`src/rtl/instr_issue_if.sv`:
```
// Handshake bundle between the image issuer and whoever loads it and consumes its slots.
// The master side loads the image and accepts slots; the slave side is the issuer.
interface instr_issue_if;
  logic        load;
  logic [63:0] instr_bits;
  logic        issue_ready;
  logic [7:0]  instr_out;
  logic        instr_valid;
  logic        bubble;
  logic        busy;
  logic        done;
  logic [3:0]  bubble_cnt;

  modport master (
    output load, instr_bits, issue_ready,
    input  instr_out, instr_valid, bubble, busy, done, bubble_cnt
  );

  modport slave (
    input  load, instr_bits, issue_ready,
    output instr_out, instr_valid, bubble, busy, done, bubble_cnt
  );
endinterface

```
`src/rtl/instr_issue.sv`:
```
// Issues an 8-instruction image one slot at a time into a non-forwarding 5-stage pipeline,
// inserting noop bubbles while the current instruction reads a register written by either of the last two slots.
module instr_issue (
  input  logic           clk,
  input  logic           rst_n,
  instr_issue_if.slave   bus
);

  typedef enum logic {IDLE, RUN} state_e;

  localparam logic [1:0] OPC_LW   = 2'b11;
  localparam logic [1:0] OPC_SW   = 2'b10;
  localparam logic [1:0] OPC_ADD  = 2'b01;
  localparam logic [1:0] OPC_NOOP = 2'b00;

  state_e      state_q;
  logic [63:0] image_q;
  logic [2:0]  idx_q;
  logic        h1Valid_q, h2Valid_q;
  logic [2:0]  h1Reg_q, h2Reg_q;
  logic [3:0]  bubbleCnt_q;
  logic        done_q;

  logic [7:0]  curInstr;
  logic [1:0]  curOpc;
  logic [2:0]  curA, curB;
  logic        readsA, readsB, writesA;
  logic        hitA, hitB, hazard;
  logic        running, accept;
  logic        h1Valid_d;

  // Instruction 0 lives in the top byte, so the slot index counts down from the MSB end.
  always_comb begin
    curInstr  = image_q[{~idx_q, 3'b000} +: 8];
    curOpc    = curInstr[7:6];
    curA      = curInstr[5:3];
    curB      = curInstr[2:0];
    readsA    = (curOpc == OPC_ADD) || (curOpc == OPC_SW);
    readsB    = (curOpc != OPC_NOOP);
    writesA   = (curOpc == OPC_LW) || (curOpc == OPC_ADD);
    hitA      = (h1Valid_q && (h1Reg_q == curA)) || (h2Valid_q && (h2Reg_q == curA));
    hitB      = (h1Valid_q && (h1Reg_q == curB)) || (h2Valid_q && (h2Reg_q == curB));
    running   = (state_q == RUN);
    hazard    = running && ((readsA && hitA) || (readsB && hitB));
    accept    = running && bus.issue_ready;
    h1Valid_d = writesA && !hazard;
  end

  assign bus.instr_out   = (running && !hazard) ? curInstr : 8'h00;
  assign bus.instr_valid = running;
  assign bus.bubble      = hazard;
  assign bus.busy        = running;
  assign bus.done        = done_q;
  assign bus.bubble_cnt  = bubbleCnt_q;

  // A bubble keeps the index so the same instruction is re-evaluated against the shifted history next slot.
  always_ff @(posedge clk or negedge rst_n) begin
    if (!rst_n) begin
      state_q     <= IDLE;
      image_q     <= 64'h0;
      idx_q       <= 3'd0;
      h1Valid_q   <= 1'b0;
      h2Valid_q   <= 1'b0;
      h1Reg_q     <= 3'd0;
      h2Reg_q     <= 3'd0;
      bubbleCnt_q <= 4'd0;
      done_q      <= 1'b0;
    end else begin
      done_q <= 1'b0;
      case (state_q)
        IDLE: begin
          if (bus.load) begin
            state_q     <= RUN;
            image_q     <= bus.instr_bits;
            idx_q       <= 3'd0;
            h1Valid_q   <= 1'b0;
            h2Valid_q   <= 1'b0;
            h1Reg_q     <= 3'd0;
            h2Reg_q     <= 3'd0;
            bubbleCnt_q <= 4'd0;
          end
        end
        RUN: begin
          if (accept) begin
            h2Valid_q <= h1Valid_q;
            h2Reg_q   <= h1Reg_q;
            h1Valid_q <= h1Valid_d;
            h1Reg_q   <= curA;
            if (hazard) begin
              bubbleCnt_q <= bubbleCnt_q + 4'd1;
            end else if (idx_q == 3'd7) begin
              state_q <= IDLE;
              idx_q   <= 3'd0;
              done_q  <= 1'b1;
            end else begin
              idx_q <= idx_q + 3'd1;
            end
          end
        end
        default: state_q <= IDLE;
      endcase
    end
  end

endmodule

```
`src/flat_wrapper.sv`:
```
// flat-port wrapper written by rule: the top's interface ports become plain ports
module instr_issue_flat 
  (clk, rst_n, bus_load, bus_instr_bits, bus_issue_ready, bus_instr_out, bus_instr_valid, bus_bubble, bus_busy, bus_done, bus_bubble_cnt);
  instr_issue_if bus_i ();
  input  logic clk;
  input  logic rst_n;
  input wire logic [$bits(bus_i.load)-1:0] bus_load;
  input wire logic [$bits(bus_i.instr_bits)-1:0] bus_instr_bits;
  input wire logic [$bits(bus_i.issue_ready)-1:0] bus_issue_ready;
  output wire logic [$bits(bus_i.instr_out)-1:0] bus_instr_out;
  output wire logic [$bits(bus_i.instr_valid)-1:0] bus_instr_valid;
  output wire logic [$bits(bus_i.bubble)-1:0] bus_bubble;
  output wire logic [$bits(bus_i.busy)-1:0] bus_busy;
  output wire logic [$bits(bus_i.done)-1:0] bus_done;
  output wire logic [$bits(bus_i.bubble_cnt)-1:0] bus_bubble_cnt;
  assign bus_i.load = bus_load;
  assign bus_i.instr_bits = bus_instr_bits;
  assign bus_i.issue_ready = bus_issue_ready;
  assign bus_instr_out = bus_i.instr_out;
  assign bus_instr_valid = bus_i.instr_valid;
  assign bus_bubble = bus_i.bubble;
  assign bus_busy = bus_i.busy;
  assign bus_done = bus_i.done;
  assign bus_bubble_cnt = bus_i.bubble_cnt;
  instr_issue u_core (.clk(clk), .rst_n(rst_n), .bus(bus_i));
endmodule
```
`config.mk`:
```
export PLATFORM = sky130hd
export DESIGN_NAME = instr_issue_flat
export DESIGN_NICKNAME = d
export VERILOG_FILES = /design/src/rtl/instr_issue_if.sv /design/src/rtl/instr_issue.sv /design/src/flat_wrapper.sv
export SDC_FILE = /design/constraint.sdc
export NUM_CORES = 1
export LEC_CHECK = 0
export ABC_CLOCK_PERIOD_IN_PS = 3900
export CORE_MARGIN = 1.5
export CORE_UTILIZATION = 46
export DETAILED_ROUTE_END_ITERATION = 7
export PLACE_DENSITY = 0.76
export SYNTH_ARGS = -nofsm -noshare
export SYNTH_HDL_FRONTEND = slang
export SYNTH_SLANG_ARGS = --single-unit
```
`constraint.sdc`:
```
create_clock -name clk -period 3.9 [get_ports clk]
set_clock_uncertainty 0.05 [all_clocks]
set_input_delay 1.17 -clock clk [delete_from_list [all_inputs] [get_ports clk]]
set_output_delay 1.17 -clock clk [all_outputs]
set_load 0.02 [all_outputs]
```
# Word-level counts from Yosys, hierarchy flattened
# Index checks and enable logic that the tools add are counted.
dict set report op_classes {
  add_sub_neg 2
  n_bitwise 2
  eq_ne 12
  n_shift 1
  reduce_logical 21
  n_mux 28
}
# op count
set ops {}
lappend ops {{$shiftx A64 B7 Y8} 1}
lappend ops {{$mux W3} 6}
lappend ops {{$pmux W3 S2} 3}
lappend ops {{$eq A3 B3 Y1} 4}
lappend ops {{$mux W4} 3}
lappend ops {{$mux W1} 11}
lappend ops {{$logic_and A1 B1 Y1} 10}
lappend ops {{$mux W8} 1}
lappend ops {{$ne A2 B2 Y1 const B} 4}
lappend ops {{$pmux W4 S2} 1}
lappend ops {{$pmux W1 S2} 3}
lappend ops {{$reduce_and A3 Y1} 2}
lappend ops {{$logic_or A1 B1 Y1} 5}
lappend ops {{$add A4 B1 Y4 const B} 1}
lappend ops {{$eq A2 B2 Y1 const B} 2}
lappend ops {{$reduce_and A2 Y1} 2}
lappend ops {{$add A3 B1 Y3 const B} 1}
lappend ops {{$eq A3 B3 Y1 const B} 1}
lappend ops {{$not A3 Y3} 1}
lappend ops {{$eq A2 B1 Y1 const B} 1}
lappend ops {{$reduce_bool A2 Y1} 1}
lappend ops {{$logic_not A1 Y1} 1}
lappend ops {{$not A1 Y1} 1}
dict set report word_totals {
  out_inout_bits 16
  ff_bits 81
  elab_cells 75
  inputBits 68
}

# Logic depth before layout (Yosys ltp)
dict set report depth {
  word_depth 12
  ltp_mapped 12
  ltp_nobuf 8
}

# Worst setup path before layout
# No wires, ideal clock.
dict set report synth_timing {
  path_type {register to output}
  from {register u_core.idx_q[0]}
  to {output bus_instr_out[0]}
  setup_slack_ns -0.273
  t_required_ns 2.680
  path_stages_with_launch 12
  arrival_ns 2.953
  path_buffers 3
  path_cell_list {dfrtp_1 -> buf_2 -> buf_2 -> mux4_2 -> mux2i_1 -> ha_1 -> and3_4 -> nand3_2 -> nand4_4 -> or2_1 -> buf_6 -> nor2_1}
}
dict set report synth_between {
  elab_chain_len 11
  elab_cells_between_ends 23
  cone_classes {6 x eq/ne; 1 x shift; 1 x mux; 1 x bitwise; 14 x reduce/logical}
}
# item line
set synth_lines {}
lappend synth_lines {{from (decl)} instr_issue.sv:18} ;# logic [2:0] idx_q;
lappend synth_lines {{from (signal assigned)} instr_issue.sv:96} ;# idx_q <= idx_q + 3'd1;
lappend synth_lines {{$not A3 Y3 *} instr_issue.sv:34} ;# curInstr = image_q[{~idx_q, 3'b000} +: 8];
lappend synth_lines {{$shiftx A64 B7 Y8 *} instr_issue.sv:34}
lappend synth_lines {{$eq A3 B3 Y1, on equally long branches} {instr_issue.sv:41, instr_issue.sv:42}}
lappend synth_lines {{$logic_and A1 B1 Y1, on equally long branches} {instr_issue.sv:41, instr_issue.sv:42}}
lappend synth_lines {{$logic_or A1 B1 Y1, on equally long branches} {instr_issue.sv:41, instr_issue.sv:42}}
lappend synth_lines {{$logic_and A1 B1 Y1} instr_issue.sv:44} ;# hazard = running && ((readsA && hitA) || (readsB && hitB));
lappend synth_lines {{$logic_or A1 B1 Y1} instr_issue.sv:44}
lappend synth_lines {{$logic_and A1 B1 Y1} instr_issue.sv:44}
lappend synth_lines {{$logic_not A1 Y1} instr_issue.sv:49} ;# assign bus.instr_out = (running && !hazard) ? curInstr : 8'h00;
lappend synth_lines {{$logic_and A1 B1 Y1} instr_issue.sv:49}
lappend synth_lines {{$mux W8 *} instr_issue.sv:49}
lappend synth_lines {{to (decl)} flat_wrapper.sv:10} ;# output wire logic [$bits(bus_i.instr_out)-1:0] bus_instr_out;
# Every way passes the cells marked *; elsewhere a longest branch is shown, timed or not.

# Final worst setup path
dict set report layout_timing {
  from {register u_core.idx_q[0]}
  to {output bus_instr_out[2]}
}
# Same word-level chain as after synthesis.

==> reports/results.ini <==
[power_and_ir_drop]
switching_power_mw=1.87
report.power.total_mw=4.93
switching_share_pct=37.8
max-vdd-ir-drop_mv=0.352
seqPwrFrac_pct=30.7
clkPwrFrac_pct=12.4
p_int_mw=3.07
comb_power_share_pct=56.9
p_per_area_nw_per_um2=930
power.leakage_nw=2.30

[clocking]
numClockSinks=81
cts-root-buf=clkbuf_8
clockBufferDepth=2
clkLatencyLatePin_ns=0.35
cts_tree=done
cts_buffers=9
clkTransAtPathRegs_ns=0.08
htree_levels=3

[timing]
setup_tns_ns=-0.471
finalMaxSlewViolations=0
relSlewSlack_pct=30.1
hold_viol=0
finalCriticalPeriod_ns=3.97
setup_viol=9
finalCritPeriodShare_pct=102
fin_ws_ns=-0.0721
worstMarginPinSlew_ns=1.05
fmax_mhz=252
rsz0062_at_grt=yes

[yosys]
syn-cell-area_um2=3920
synthCells=293
synth_edf_count=0
synth.avg_cell_area_um2=13.4
synth_top_cell_by_area=dfrtp_1
synth.top_cell.area_share_pct=51.7
ys_top_cells_by_area=dfrtp_1 52%, mux2_2 18%, mux2i_1 6.1%, mux4_2 4.0%, xor2_1 2.0%
syn-num-nets=365
dominantRegCellSynth=dfrtp_1
ys_warn_count=0
yosysUniqueCellTypes=39
yosysSeqAreaShare_pct=51.7
synth_async_sr_flop_share_pct=100
ys_ff_latch=81

[routing]
wl_per_cell_um=16.9
dr.pass1.iters=4
routed_wl_mm=8.64
viasPerCell=5.33
drc=0
vias=2718
postRouteAntennaNets=0
drtIter0Drc=137

[global_routing]
grt_pass1_vias=2880
grt-ovfl-total=0
grt_pass1_wl_mm=14.1
grtUsageTotal_pct=20.8
antenna_found_initial=0
grt_max_degree=82

[status]
status=finished, violations left
violations=setup timing

[floorplanning]
die_y_um=95.3
io_pins=84
die_w_um=95.3
start_util_pct=47.7
die_area_um2=9080
row_count=33
core-area_um2=8220

[worst_setup_path]
cp-start-kind=flop
worst_setup_path_end_kind=output port
slowest_stage=mux4_2
path_buf_inv=1
max_stage_delay_ns=0.55
crit_family=simple AND/OR/NAND/NOR gates
crit_chain=mux4_2 > mux2i_2 > ha_1 > and3_4 > nand3_4 > nand4_4 > or2_4 > nor2_2 > buf_4
worstSetupPathType=reg -> out
path_max_fanout=6
required_ns=2.68
cp.arrival_ns=2.75

[layout]
diodes=0
stdcell_area_um2=5310
drive_gt1_share_pct=37.5
fill_cells=644
syn_to_final_growth_pct=35.4
fin_nets=472

[placed_design]
place.gp.congestion=0.866
port-buffer-count=83
dpl_cell_area_um2=5030
hpwlAfterDp_mm=6.25

[run]
maxCapViolCount=0

[hold_path]
hp-class=reg -> reg

logic make-up after synthesis:
group / share of synthesized area [%]
multiplexers: 28.6
flip-flops: 51.7
AND/OR/NAND/NOR: 8.37
AO/OA/AOI/OAI: 4.34
adder cells (fa/ha/maj): 1.28
XOR/XNOR: 2.91
buffers and inverters: 2.81
final cells by class:
cell class	instances	area [um2]	area share (%)
inverter	2	7.51	0.142
sequential	81	2030	38.2
clock buffer	9	124	2.33
multi-input combinational	194	1890	35.6
timing repair buffer	112	1060	19.9
tap	105	131	2.48
clock inverter	7	70.1	1.32
sequential cells by signal (all words and copies together), names as in the netlist:
signal                 cells
u_core.h1Valid_q           1
u_core.h2Valid_q           1
u_core.h2Reg_q             3
u_core.image_q            64
u_core.bus.done            1
u_core.idx_q               3
u_core.bus.bubble_cnt      4
u_core.bus.busy            1
u_core.h1Reg_q             3
path summary, 6_finish.rpt:
kind	start	end	slack, ns	cells past startpoint
max	u_core.idx_q[0]$_DFFE_PN0P_	bus_instr_out[2]	-0.07	9
min	u_core.image_q[46]$_DFFE_PN0P_	u_core.image_q[46]$_DFFE_PN0P_	0.46	1
max reg2reg	u_core.idx_q[1]$_DFFE_PN0P_	u_core.bus.bubble_cnt[2]$_DFFE_PN0P_	1.14	10
min reg2reg	u_core.image_q[46]$_DFFE_PN0P_	u_core.image_q[46]$_DFFE_PN0P_	0.46	1
max in group asynchronous	rst_n	u_core.idx_q[0]$_DFFE_PN0P_	2.14	1
min in group asynchronous	rst_n	u_core.image_q[25]$_DFFE_PN0P_	0.91	1
routing by layer:
| metal | up-vias | part of all wire (%) | track usage [%] |
|---|---|---|---|
| li1 | 1269 | - | - |
| met1 | 1366 | 43 | 27.4 |
| met2 | 71 | 51 | 34.8 |
| met3 | 12 | 4.5 | 3.83 |
| met4 | 0 | 1.3 | 6.09 |
| met5 | - | 0 | 0 |
Yosys cell counts (3+ instances only):
cell type / number
a22o_1: 6
a22oi_1: 3
buf_2: 4
buf_6: 4
clkbuf_1: 7
dfrtp_1: 81
ha_1: 4
mux2_2: 64
mux2i_1: 24
mux4_2: 7
nand2_1: 12
nand3_1: 7
nand4_1: 3
nor2_1: 17
nor2b_1: 5
nor4_1: 3
o21ai_0: 3
xnor2_1: 4
xor2_1: 9
placed cells by master (no fill, tap or decap), types with 6 or more instances in the layout:
master,n
dfrtp_1,80
buf_6,9
nand2_1,12
clkdlybuf4s50_1,73
mux4_2,7
buf_4,30
nor2_1,9
mux2i_1,22
mux2_2,64
clkbuf_8,9
a22o_1,6
xor2_1,9
nand3_1,6
through the flow:
stage / worst slack, ns / util [%] / hold slack, ns / std cells
3_3_place_gp: -0.262 / 61.2 / 0.437 / 490
3_5_place_dp: -0.364 / 61.2 / 0.441 / 490
2_1_floorplan: 0.0128 / - / 0.425 / 293
5_1_grt: -0.174 / 64.6 / 0.471 / 510
6_report: -0.0721 / 64.6 / 0.460 / 510
4_1_cts: -0.116 / 64.1 / 0.459 / 509
power groups by stage:
| stage | Combinational [mW] | Sequential, mW | Clock, mW |
|---|---|---|---|
| finish | 2.81 | 1.51 | 0.612 |
| global placement | 2.56 | 1.51 | 0 |
| CTS | 2.74 | 1.51 | 0.621 |
| global route | 3.00 | 1.57 | 0.661 |
| floorplan | 1.70 | 1.44 | 0 |
| detailed placement | 2.63 | 1.52 | 0 |
what timing repair did:
| item | CTS | global route |
|---|---|---|
| pin swaps | 4 | 4 |
| cloned | 1 | 0 |
| hold buffers | 0 | 0 |
| buffers inserted | 3 | 1 |
| setup endpoints to repair | 9 | 9 |
| gates resized for setup | 60 | 7 |
No activity file was read; power rests on OpenSTA's default activity.
